$ cat src/rtl/rf_write_queue.sv
// Buffered write-back queue feeding the register file's single write port.
// Accepts (rd, data) results, drains one per cycle, and forwards pending values to decode.
module rf_write_queue #(
  parameter int DEPTH = 4,
  parameter int XLEN  = 32,
  parameter int AW    = 5
) (
  input  logic            clk,
  input  logic            rst,
  input  logic            in_valid,
  output logic            in_ready,
  input  logic [AW-1:0]   in_rd,
  input  logic [XLEN-1:0] in_data,
  input  logic            rf_stall,
  output logic            rf_en,
  output logic [AW-1:0]   rf_waddr,
  output logic [XLEN-1:0] rf_wdata,
  input  logic [AW-1:0]   q_addr1,
  input  logic [AW-1:0]   q_addr2,
  output logic            q_hit1,
  output logic            q_hit2,
  output logic [XLEN-1:0] q_data1,
  output logic [XLEN-1:0] q_data2,
  output logic [AW-1:0]   count,
  output logic            empty
);

  localparam int PW = (DEPTH > 1) ? $clog2(DEPTH) : 1;

  logic [AW-1:0]   ent_rd   [DEPTH];
  logic [XLEN-1:0] ent_data [DEPTH];
  logic [DEPTH-1:0] ent_valid;
  logic [PW-1:0]   wr_ptr;
  logic [PW-1:0]   rd_ptr;
  logic            push;
  logic            pop;
  logic [PW-1:0]   idx;

  assign empty    = (count == '0);
  assign in_ready = (count < AW'(DEPTH));
  assign rf_en    = !empty && !rf_stall;
  assign rf_waddr = empty ? '0 : ent_rd[rd_ptr];
  assign rf_wdata = empty ? '0 : ent_data[rd_ptr];
  assign pop      = rf_en;
  // Writes to x0 complete the handshake but are dropped here.
  assign push     = in_valid && in_ready && (in_rd != '0);

  always_ff @(posedge clk or posedge rst) begin
    if (rst) begin
      wr_ptr    <= '0;
      rd_ptr    <= '0;
      count     <= '0;
      ent_valid <= '0;
      for (int i = 0; i < DEPTH; i++) begin
        ent_rd[i]   <= '0;
        ent_data[i] <= '0;
      end
    end else begin
      if (push) begin
        ent_rd[wr_ptr]    <= in_rd;
        ent_data[wr_ptr]  <= in_data;
        ent_valid[wr_ptr] <= 1'b1;
        wr_ptr            <= wr_ptr + PW'(1);
      end
      if (pop) begin
        ent_valid[rd_ptr] <= 1'b0;
        rd_ptr            <= rd_ptr + PW'(1);
      end
      if (push && !pop)
        count <= count + AW'(1);
      else if (pop && !push)
        count <= count - AW'(1);
    end
  end

  // Walk oldest to youngest so a later match overrides, leaving the newest value.
  always_comb begin
    q_hit1  = 1'b0;
    q_hit2  = 1'b0;
    q_data1 = '0;
    q_data2 = '0;
    idx     = rd_ptr;
    for (int i = 0; i < DEPTH; i++) begin
      idx = rd_ptr + PW'(i);
      if (ent_valid[idx] && (q_addr1 != '0) && (ent_rd[idx] == q_addr1)) begin
        q_hit1  = 1'b1;
        q_data1 = ent_data[idx];
      end
      if (ent_valid[idx] && (q_addr2 != '0) && (ent_rd[idx] == q_addr2)) begin
        q_hit2  = 1'b1;
        q_data2 = ent_data[idx];
      end
    end
  end

endmodule

$ cat config.mk
export PLATFORM = sky130hd
export DESIGN_NAME = rf_write_queue
export DESIGN_NICKNAME = d
export VERILOG_FILES = /design/src/rtl/rf_write_queue.sv
export SDC_FILE = /design/constraint.sdc
export NUM_CORES = 1
export LEC_CHECK = 0
export BUFFER_PORTS_ARGS = -buffer_cell sky130_fd_sc_hd__buf_2
export CELL_PAD_IN_SITES_DETAIL_PLACEMENT = 0
export CELL_PAD_IN_SITES_GLOBAL_PLACEMENT = 1
export CORE_UTILIZATION = 52
export DETAILED_ROUTE_END_ITERATION = 16
export HOLD_SLACK_MARGIN = 0.06
export PLACE_DENSITY = 0.9
export SYNTH_ARGS = -nofsm -noshare
export SYNTH_HDL_FRONTEND = slang
export SYNTH_SLANG_ARGS = --single-unit
$ cat constraint.sdc
create_clock -name clk -period 9.1 [get_ports clk]
set_clock_uncertainty 0.15 [all_clocks]
set_input_delay 0.91 -clock clk [delete_from_list [all_inputs] [get_ports clk]]
set_output_delay 0.91 -clock clk [all_outputs]
set_load 0.02 [all_outputs]
==> impl_table.tex <==
\begin{tabular}{lr}
\hline
Metric & Value \\
\hline
\multicolumn{2}{l}{\textbf{Outcome}} \\
\quad Status & finished, final reports clean \\
\multicolumn{2}{l}{\textbf{CTS}} \\
\quad CTS tree & built \\
\quad Count of instances resized after the clock tree is built & 0 \\
\quad Clock insertion delay at the later pin of the skew report & 430 ps \\
\quad H-tree depth & 4 \\
\quad Clk sink count & roughly 160 \\
\quad Clock transition time at the flip-flop clock pins of the worst setup and hold paths & about 70 ps \\
\quad CTS Buf Count & 17 \\
\quad Quantity of hold-fixing buffers added after cts & 0 \\
\quad Root cell of the clock tree & clkbuf\_16 \\
\quad Number of setup buffers added after CTS & 0 \\
\quad Maximum count of clock buffers along a single path & 2 \\
\multicolumn{2}{l}{\textbf{Worst setup path}} \\
\quad CP top delay family & simple AND/OR/NAND/NOR gates \\
\quad Critical path type & reg -> out \\
\quad Crit path depth & 9 \\
\quad Worst Path Arrival & around 5900 ps \\
\quad Crit path max-delay cell type & dfrtp\_4 \\
\quad Delay contributed by the slowest stage of the critical path & between 800 and 900 ps \\
\quad Timing startpoint of the critical path & rd\_ptr[0] \\
\quad Register-to-register setup slack & slightly below 6000 ps \\
\quad Reg2Reg Launch Point & count[2] \\
\quad Required time reported for the critical path endpoint & about 8000 ps \\
\quad Worst Path Max Fanout & 57 \\
\quad Reg-to-reg critical path endpoint & count[4] \\
\quad Worst Setup EP & q\_data2[13] \\
\quad Critical path, cell by cell & inv\_1 > ha\_4 > buf\_4 > mux4\_2 > and3\_1 > nand2\_1 > a311oi\_1 > o21ai\_1 > buf\_2 \\
\quad CP Capture Type & output port \\
\quad Buffering stage count on the worst path with inverters included & 3 \\
\quad Startpoint kind of the worst setup timing path & register \\
\quad Number of cells on the worst reg-to-reg path & 13 \\
\multicolumn{2}{l}{\textbf{Logic synthesis}} \\
\quad Most common flop cell mapped by yosys & dfrtp\_1 \\
\quad Post-synthesis cell count & between 1,000 and 1,500 \\
\quad Cell area after technology mapping & approximately 0.013 mm2 \\
\quad Yosys Warn Count & 0 \\
\quad Synth unique cells & 47 \\
\quad Net Count, Synth & about 1,100 \\
\quad Number of enable-type register cells in the synthesized netlist & 0 \\
\quad Sequential share of the synthesized area & 0.315 \\
\quad Mean instance size in the synthesized netlist & about 12 um2 \\
\quad Number of storage elements in the synthesis netlist & roughly 160 \\
\quad Async S/R FF share, synth & 1.00 \\
\multicolumn{2}{l}{\textbf{Global routing}} \\
\quad Overall overflow remaining after global route & 0 \\
\quad Met2 Track Usage GR & 0.450 \\
\quad Met3 track demand over resource & 0.0690 \\
\quad Most Used Layer, Global Route & met2 \\
\quad First-pass GRT wire length & roughly 56,000 um \\
\quad Met1 layer usage reported by global route & 0.382 \\
\quad Antenna violations before repair & 4 \\
\quad Via count of the first global-routing pass & approximately 10,000 \\
\quad All-layer global routing usage & 0.285 \\
\quad Largest net degree at the start of global routing & 82 \\
\multicolumn{2}{l}{\textbf{Die}} \\
\quad Overall die width & approximately 160 um \\
\quad Chip Height & between 150 and 200 um \\
\quad Number of standard-cell rows in the floorplan & between 50 and 60 \\
\quad Area of the placeable core & 0.0242 mm2 \\
\quad Die outline area & $\sim$0.025 mm2 \\
\quad Starting Density & 0.528 \\
\quad Number of placed I/O pins & about 160 \\
\multicolumn{2}{l}{\textbf{Placed design}} \\
\quad Final weighted congestion in routability-driven placement & around 0.9 \\
\quad I/O Buffers & 161 \\
\quad HPWL after DPL & between 20,000 and 25,000 um \\
\multicolumn{2}{l}{\textbf{Layout}} \\
\quad Total number of nets in the final design & 1,206 \\
\quad Share of final-layout standard cells stronger than drive strength 1 & 0.457 \\
\quad Number of diodes & 0 \\
\quad Number of fill cells in the layout & 1,978 \\
\quad Syn-to-layout area delta & 10.8\% \\
\quad Core occupancy in the finished layout & 0.585 \\
\multicolumn{2}{l}{\textbf{Timing}} \\
\quad Hold Vio Cnt, Final & 0 \\
\quad Slew at the pin closest to its max-slew limit & between 1000 and 1500 ps \\
\quad RSZ-0062 raised after global routing & no \\
\quad Highest clock frequency the design can meet & approximately 140 MHz \\
\quad Shortest clock period the worst path allows after layout & 6990 ps \\
\quad Crit share post-route & 0.768 \\
\quad Max transition margin & 0.143 \\
\quad Final max-slew violation count & 0 \\
\quad Setup-failing EPs final & 0 \\
\quad Worst hold-check slack & between 300 and 400 ps \\
\quad Setup TNS & 0 ps \\
\multicolumn{2}{l}{\textbf{Drt}} \\
\quad Violation count after the first detailed-routing iteration & 993 \\
\quad Total iterations of the first detailed-routing run & 6 \\
\quad Average routed wire per standard cell & about 24 um \\
\quad Total wirelength of the detailed-routed design & 35,500 um \\
\quad Remaining antenna violation count after routing & 0 \\
\quad DRC violation count after routing & 0 \\
\quad Total number of vias & 10,100 \\
\quad Routed vias/inst & between 6 and 7 \\
\multicolumn{2}{l}{\textbf{Pwr}} \\
\quad Total power divided by cell area & around 420 mW/mm2 \\
\quad P\_leak & roughly 0.006 uW \\
\quad Worst ir drop on vdd & 0.284 mV \\
\multicolumn{2}{l}{\textbf{Min path}} \\
\quad Hold/Removal Path Class & reg -> reg \\
\multicolumn{2}{l}{\textbf{Run}} \\
\quad Max cap viols & 0 \\
\hline
\end{tabular}
## Yosys cell counts, types with 6 or more instances
cell | instances | area (um2)
dfrtp_1 | 161 | 4030
xnor2_1 | 38 | 333
mux2_2 | 151 | 1700
buf_2 | 34 | 170
mux2i_1 | 29 | 290
a211oi_1 | 29 | 218
and3_1 | 19 | 119
ha_1 | 12 | 150
nor3_1 | 31 | 155
nand2_1 | 91 | 342
nor2_1 | 32 | 120
clkbuf_1 | 52 | 195
mux4_2 | 150 | 3380
inv_1 | 13 | 48.8
o2111a_1 | 10 | 113
buf_6 | 9 | 101
o221ai_1 | 27 | 236
nand3_1 | 7 | 35.0
o21ai_1 | 12 | 60.1
or3_1 | 6 | 37.5
a21oi_1 | 13 | 65.1
a31oi_1 | 19 | 119
o21ai_0 | 26 | 130
and2_1 | 36 | 225
xor2_1 | 7 | 61.3
## state kept, by name, summed over array words and instances, names as in the netlist
signal	flops
ent_data	128
ent_rd	20
count	5
ent_valid	4
rd_ptr	2
wr_ptr	2
## layout make-up
class	count	area, um2	share of cell area
multi-input cells	775	8230	0.580
flip-flops and latches	161	4040	0.285
repair buffers	174	903	0.0637
clock buffers	20	447	0.0315
well taps	324	405	0.0286
clock inverters	11	109	0.00767
inverters	13	53.8	0.00379
## metal layers
| layer | wire length, um | up-vias |
|---|---|---|
| li1 | - | 4288 |
| met1 | 14000 | 5081 |
| met2 | 16900 | 608 |
| met3 | 3380 | 99 |
| met4 | 1160 | 8 |
| met5 | 46 | - |
## per-stage QoR
stage / worst slack [ps] / cell area [um2] / power [uW] / std cells
6_report: 2110 / 14200 / 6010 / 1478
5_1_grt: 1790 / 14200 / 6360 / 1478
4_1_cts: 2260 / 14200 / 5990 / 1478
3_5_place_dp: 2750 / 13600 / 5290 / 1447
3_3_place_gp: 2830 / 13600 / 5180 / 1447
2_1_floorplan: 3690 / 12800 / 4440 / 1054
## how the worst min path moves through the flow
stage	cells past startpoint	end	slack, ps	start
2_1_floorplan	1	ent_data[100]	380	ent_data[100]
3_3_place_gp	1	count[4]	350	count[4]
3_5_place_dp	1	count[4]	370	count[4]
4_1_cts	1	count[4]	380	count[4]
5_1_grt	1	count[4]	400	count[4]
6_report	1	count[4]	380	count[4]
## power breakdown
group / switching [uW] / internal (uW) / leakage [uW]
combinational: 1850 / 1930 / 0.00377
clock: 307 / 384 / 0.000247
sequential: 470 / 1070 / 0.00201
## placed cells by master, fill, tap and decap left out, drive strengths merged, types with 19 or more instances in the layout
master	n
nand2	91
a211oi	29
xnor2	40
o21ai	38
nor3	32
a31oi	19
mux2i	29
mux2	151
and3	19
dfrtp	161
o221ai	28
mux4	150
clkbuf	20
and2	37
nor2	33
buf	174
## worst register-to-register path, cell delays in order (launching register included)
cell	delay, ps
dfrtp_1	410
or3_1	390
or3_1	350
inv_1	110
nor2_1	170
inv_1	100
ha_1	190
inv_1	110
fa_1	410
a21o_1	170
a21oi_1	160
xnor2_1	130
nor2_1	60
xor2_1	150
## cells by family (layout without fill, tap and decap cells)
logic type                 Yosys count  count (layout)  synth area share
muxes                              330             330             0.420
and+or+nand+nor                    236             236            0.0900
DFF                                161             161             0.315
AOI/OAI and AO/OA                  149             149            0.0840
buffers and inverters              118             218            0.0451
xor gates and xnor gates            47              47            0.0333
adders and majority gates           13              13            0.0133
Note: power is estimated with default switching activity, not from simulation.
